### config.mk
export PLATFORM = sky130hd
export DESIGN_NAME = hazard_ctrl
export DESIGN_NICKNAME = d
export VERILOG_FILES = /design/src/rtl/hazard_pkg.sv /design/src/rtl/mdu_wait_cnt.sv /design/src/rtl/hazard_ctrl.sv
export SDC_FILE = /design/constraint.sdc
export NUM_CORES = 1
export LEC_CHECK = 0
export CAP_MARGIN = 10
export CELL_PAD_IN_SITES_DETAIL_PLACEMENT = 1
export CELL_PAD_IN_SITES_GLOBAL_PLACEMENT = 1
export CORE_MARGIN = 3
export CORE_UTILIZATION = 18
export DETAILED_ROUTE_END_ITERATION = 6
export GPL_TIMING_DRIVEN = 0
export PLACE_DENSITY = 0.76
export SLEW_MARGIN = 20
export SYNTH_ARGS = -nofsm -noshare
export SYNTH_HDL_FRONTEND = slang
export SYNTH_SLANG_ARGS = --single-unit
### constraint.sdc
create_clock -name clk_i -period 3.5 [get_ports clk_i]
set_input_delay 0.7 -clock clk_i [delete_from_list [all_inputs] [get_ports clk_i]]
set_output_delay 0.7 -clock clk_i [all_outputs]
set_load 0.02 [all_outputs]
### src/rtl/hazard_pkg.sv
// Shared hazard-unit definitions: FSM encoding, register address width, MDU latency default.
package hazard_pkg;

   localparam int REG_ADDR_W      = 5;
   localparam int MDU_LAT_DEFAULT = 4;
   localparam int MDU_CNT_W       = 4;

   typedef enum logic [1:0] {
      ST_RUN        = 2'd0,
      ST_LOAD_STALL = 2'd1,
      ST_MDU_WAIT   = 2'd2,
      ST_FLUSH      = 2'd3
   } hz_state_e;

   // $zero never carries a dependency, so a load targeting it cannot cause a stall.
   function automatic logic load_use_hit(input logic                  memread,
                                         input logic [REG_ADDR_W-1:0] ex_rt,
                                         input logic [REG_ADDR_W-1:0] id_rs,
                                         input logic [REG_ADDR_W-1:0] id_rt);
      return memread && (ex_rt != '0) && ((ex_rt == id_rs) || (ex_rt == id_rt));
   endfunction

endpackage

### src/rtl/mdu_wait_cnt.sv
// MDU wait counter: load, decrement, zero flag. zero_o reports that the counter
// holds zero after this edge (combinational, no backpressure).
module mdu_wait_cnt
   import hazard_pkg::*;
(
   input  logic                 clk_i,
   input  logic                 rst_i,
   input  logic                 load_i,
   input  logic [MDU_CNT_W-1:0] load_val_i,
   input  logic                 dec_i,
   output logic                 zero_o
);

   logic [MDU_CNT_W-1:0] cnt_q, cnt_d;

   always_comb begin
      cnt_d = cnt_q;
      if (load_i) begin
         cnt_d = load_val_i;
      end else if (dec_i && (cnt_q != '0)) begin
         cnt_d = cnt_q - 1'b1;
      end
   end

   assign zero_o = (cnt_d == '0);

   always_ff @(posedge clk_i or posedge rst_i) begin
      if (rst_i) begin
         cnt_q <= '0;
      end else begin
         cnt_q <= cnt_d;
      end
   end

endmodule

### src/rtl/hazard_ctrl.sv
// Pipeline hazard FSM: load-use stall, branch flush, jump flush and (with HAZARD_CTRL_MDU_EN)
// an MDU_LAT-cycle multi-cycle freeze. Outputs are combinational from state and inputs.
module hazard_ctrl
   import hazard_pkg::*;
#(
   parameter int MDU_LAT = MDU_LAT_DEFAULT
) (
   input  logic                  clk_i,
   input  logic                  rst_i,
   input  logic [REG_ADDR_W-1:0] ifid_rs_i,
   input  logic [REG_ADDR_W-1:0] ifid_rt_i,
   input  logic                  idex_memread_i,
   input  logic [REG_ADDR_W-1:0] idex_rt_i,
   input  logic                  branch_taken_i,
   input  logic                  jump_i,
   input  logic                  mdu_start_i,
   output logic                  pc_write_o,
   output logic                  ifid_write_o,
   output logic                  ifid_flush_o,
   output logic                  idex_bubble_o,
   output logic                  mdu_busy_o,
   output logic [1:0]            state_o
);

   hz_state_e state_q, state_d;
   logic      load_use;
   logic      cnt_load;
   logic      cnt_dec;
   logic      cnt_zero;

   assign load_use = load_use_hit(idex_memread_i, idex_rt_i, ifid_rs_i, ifid_rt_i);

`ifdef HAZARD_CTRL_MDU_EN
   mdu_wait_cnt u_mdu_wait_cnt (
      .clk_i      (clk_i),
      .rst_i      (rst_i),
      .load_i     (cnt_load),
      .load_val_i (MDU_CNT_W'(MDU_LAT - 1)),
      .dec_i      (cnt_dec),
      .zero_o     (cnt_zero)
   );
`else
   logic unused_mdu;
   assign unused_mdu = mdu_start_i | cnt_load | cnt_dec | (MDU_LAT == 0);
   assign cnt_zero   = 1'b1;
`endif

   always_comb begin
      state_d       = state_q;
      pc_write_o    = 1'b1;
      ifid_write_o  = 1'b1;
      ifid_flush_o  = 1'b0;
      idex_bubble_o = 1'b0;
      mdu_busy_o    = 1'b0;
      cnt_load      = 1'b0;
      cnt_dec       = 1'b0;

      case (state_q)
         ST_RUN: begin
            if (branch_taken_i) begin
               ifid_flush_o  = 1'b1;
               idex_bubble_o = 1'b1;
               state_d       = ST_FLUSH;
            end else if (load_use) begin
               pc_write_o    = 1'b0;
               ifid_write_o  = 1'b0;
               idex_bubble_o = 1'b1;
               state_d       = ST_LOAD_STALL;
            end
`ifdef HAZARD_CTRL_MDU_EN
            // The mult/div itself issues into EX this cycle, so no bubble yet.
            else if (mdu_start_i) begin
               pc_write_o    = 1'b0;
               ifid_write_o  = 1'b0;
               cnt_load      = 1'b1;
               state_d       = ST_MDU_WAIT;
            end
`endif
            else if (jump_i) begin
               ifid_flush_o  = 1'b1;
            end
         end
         ST_LOAD_STALL: begin
            if (branch_taken_i) begin
               ifid_flush_o  = 1'b1;
               idex_bubble_o = 1'b1;
               state_d       = ST_FLUSH;
            end else begin
               state_d       = ST_RUN;
            end
         end
`ifdef HAZARD_CTRL_MDU_EN
         ST_MDU_WAIT: begin
            pc_write_o    = 1'b0;
            ifid_write_o  = 1'b0;
            idex_bubble_o = 1'b1;
            mdu_busy_o    = 1'b1;
            cnt_dec       = 1'b1;
            if (cnt_zero) begin
               state_d = ST_RUN;
            end
         end
`endif
         ST_FLUSH: begin
            state_d = ST_RUN;
         end
         default: begin
            state_d = ST_RUN;
         end
      endcase

      if (rst_i) begin
         pc_write_o    = 1'b0;
         ifid_write_o  = 1'b0;
         ifid_flush_o  = 1'b0;
         idex_bubble_o = 1'b1;
         mdu_busy_o    = 1'b0;
         cnt_load      = 1'b0;
         cnt_dec       = 1'b0;
         state_d       = ST_RUN;
      end
   end

   always_ff @(posedge clk_i or posedge rst_i) begin
      if (rst_i) begin
         state_q <= ST_RUN;
      end else begin
         state_q <= state_d;
      end
   end

   assign state_o = state_q;

endmodule

==> impl_metrics.json <==
{
  "fin_skew_ns": 0.000176,
  "drtIter0Drc": 1,
  "status": "finished, final reports clean",
  "busiest_layer": "met2",
  "drive_gt1_share_pct": 15.6,
  "dieHeight_um": 45.5,
  "crit_arrival_ns": 2.64,
  "post-route-min-period_ns": 3.34,
  "cts-root-buf": "clkbuf_4",
  "io_pins": 28,
  "die_w_um": 45.5,
  "core-area_um2": 1380,
  "start_util_pct": 20.4,
  "grt_max_degree": 8,
  "end_kind": "primary output",
  "cts_buffers": 3,
  "fin_crit_sh_pct": 95.6,
  "clock-sinks": 2,
  "detail-route-antenna-nets": 0,
  "grt.met3_usage_pct": 2.37,
  "n_antenna_cell": 0,
  "setup_ws_ns": 0.155,
  "crit_fanout": 4,
  "cts_tree": "built",
  "yosysSeqAreaShare_pct": 17.8,
  "clk_pin_slew_ns": 0.03,
  "grt_usage_pct": 10.9,
  "path_class": "in2out",
  "worst_setup_path_start_kind": "input pin",
  "ys_types": 17,
  "clock_latency_ns": 0.22,
  "via_per_inst": 4.44,
  "powerDensity_nw_per_um2": 246,
  "wl_mm": 1.02,
  "drc": 0,
  "synth_nets": 57,
  "drv_slew": 0,
  "post_cts_buffers": 0,
  "vdd_drop_max_mv": 0.109,
  "layout_common_cells": "clkdlybuf4s50_1 (21), xnor2_1 (10), inv_1 (3), clkbuf_4 (3)",
  "ff2ff_setup_slack_ns": 2.57,
  "rsz0062_at_grt": "no",
  "grt_pass1_vias": 363,
  "grt_pass1_wl_mm": 1.61,
  "gp_congestion": 0.653,
  "hold_viol_final": 0,
  "power.leakage_nw": 0.233,
  "met2_usage_pct": 17.5,
  "num_vias": 351,
  "maxCapViolations": 0,
  "clock_path_buffers": 2,
  "firstDrtPassIters": 2,
  "hold_buffers": 0,
  "htree_num_levels": 1,
  "synthCells": 36,
  "finalSetupTns_ns": 0,
  "wire_per_inst_um": 12.9,
  "ys_seq_elements": 2,
  "num-nets-final": 87,
  "ys_warn_count": 0,
  "avgSynthCellArea_um2": 7.82,
  "io_buffers": 25,
  "largest_register_ff_count": 2,
  "use_met1_pct": 13.4,
  "dp_hpwl_um": 876,
  "finalSetupViolCount": 0,
  "cp.required_ns": 2.80,
  "antenna_found_initial": 0,
  "final_common_cell": "clkdlybuf4s50_1",
  "dieArea_um2": 2070,
  "grt_overflow": 0,
  "fmax_ghz": 0.299,
  "area_delta_synth_final_pct": 107,
  "dp_slack_ns": -0.259,
  "row_count": 13,
  "hold_path.class": "reg2reg",
  "syn-cell-area_um2": 282
}
## synth_stat cells
library cell  number  share of area [%]
inv_1              3                4.0
xnor2_1           10                 31
a21oi_1            2                3.6
a21o_1             2                5.3
nor2_2             1                2.2
o21ai_2            1                3.1
nand3_1            2                3.6
a2111oi_2          1                5.3
nor3_1             2                3.6
o21ai_0            1                1.8
o22ai_1            1                2.2
nor4_1             2                4.4
dfrtp_1            2                 18
conb_1             1                1.3
or4_1              1                2.7
nand2_1            2                2.7
buf_4              2                5.3
## report_power, final
part	switching [mW]	internal [mW]	total [mW]	leakage (nW)
clock	0.0114	0.0377	0.0490	0.0138
combinational	0.0281	0.0391	0.0671	0.193
sequential	0.00220	0.0247	0.0269	0.0262
total	0.0416	0.101	0.143	0.233
## final timing paths
kind                         startpoint          to  cells past startpoint
min in group asynchronous         rst_i  state_o[1]                      2
min                          state_o[1]  state_o[1]                      1
max reg2reg                  state_o[0]  state_o[0]                      2
max in group asynchronous         rst_i  state_o[0]                      2
max                        idex_rt_i[1]  pc_write_o                      7
min reg2reg                  state_o[1]  state_o[1]                      1
## critical path, cell delays in order
cell and delay [ns]:
clkdlybuf4s50_1 0.47, or4_1 0.59, o21ai_4 0.19, nor4_1 0.06
a21oi_1 0.18, buf_4 0.13, dlygate4sd2_1 0.32
## final cells by class
| type | count | area [um^2] |
|---|---|---|
| fill | 170 | 801 |
| timing repair buffer | 25 | 245 |
| sequential | 2 | 50.0 |
| multi-input combinational | 29 | 219 |
| clock buffer | 3 | 22.5 |
| buffer | 2 | 15.0 |
| inverter | 3 | 11.3 |
| tap | 15 | 18.8 |
## per-layer routing
metal	up-vias	share of wire, %
li1	180	-
met1	164	40
met2	7	56
met3	0	3.6
met4	0	0
met5	-	0
## metrics by stage
step | total power [mW] | cells | instance area [um^2] | util (%) | hold WS, ns
2_1_floorplan | 0.0563 | 36 | 282 | - | 0.447
3_3_place_gp | 0.0933 | 76 | 551 | 39.8 | 0.590
3_5_place_dp | 0.0947 | 76 | 551 | 39.8 | 0.583
4_1_cts | 0.145 | 79 | 569 | 41.2 | 0.593
5_1_grt | 0.155 | 79 | 582 | 42.1 | 0.612
6_report | 0.143 | 79 | 582 | 42.1 | 0.595
## what timing repair did
item | in CTS | in global routing
endpoints found under the setup margin | 3 | 2
cloned | 0 | 0
resized for setup | 3 | 6
## cells by family (layout without fill, tap and decap cells)
logic type | after synthesis | after routing | synth area share (%)
DFF | 2 | 2 | 17.8
buffers and inverters | 5 | 33 | 9.33
AOI/OAI and AO/OA | 8 | 8 | 21.3
and+or+nand+nor | 10 | 10 | 19.1
xor gates and xnor gates | 10 | 10 | 31.1
other | 1 | 1 | 1.33
Note: power is estimated with default switching activity, not from simulation.
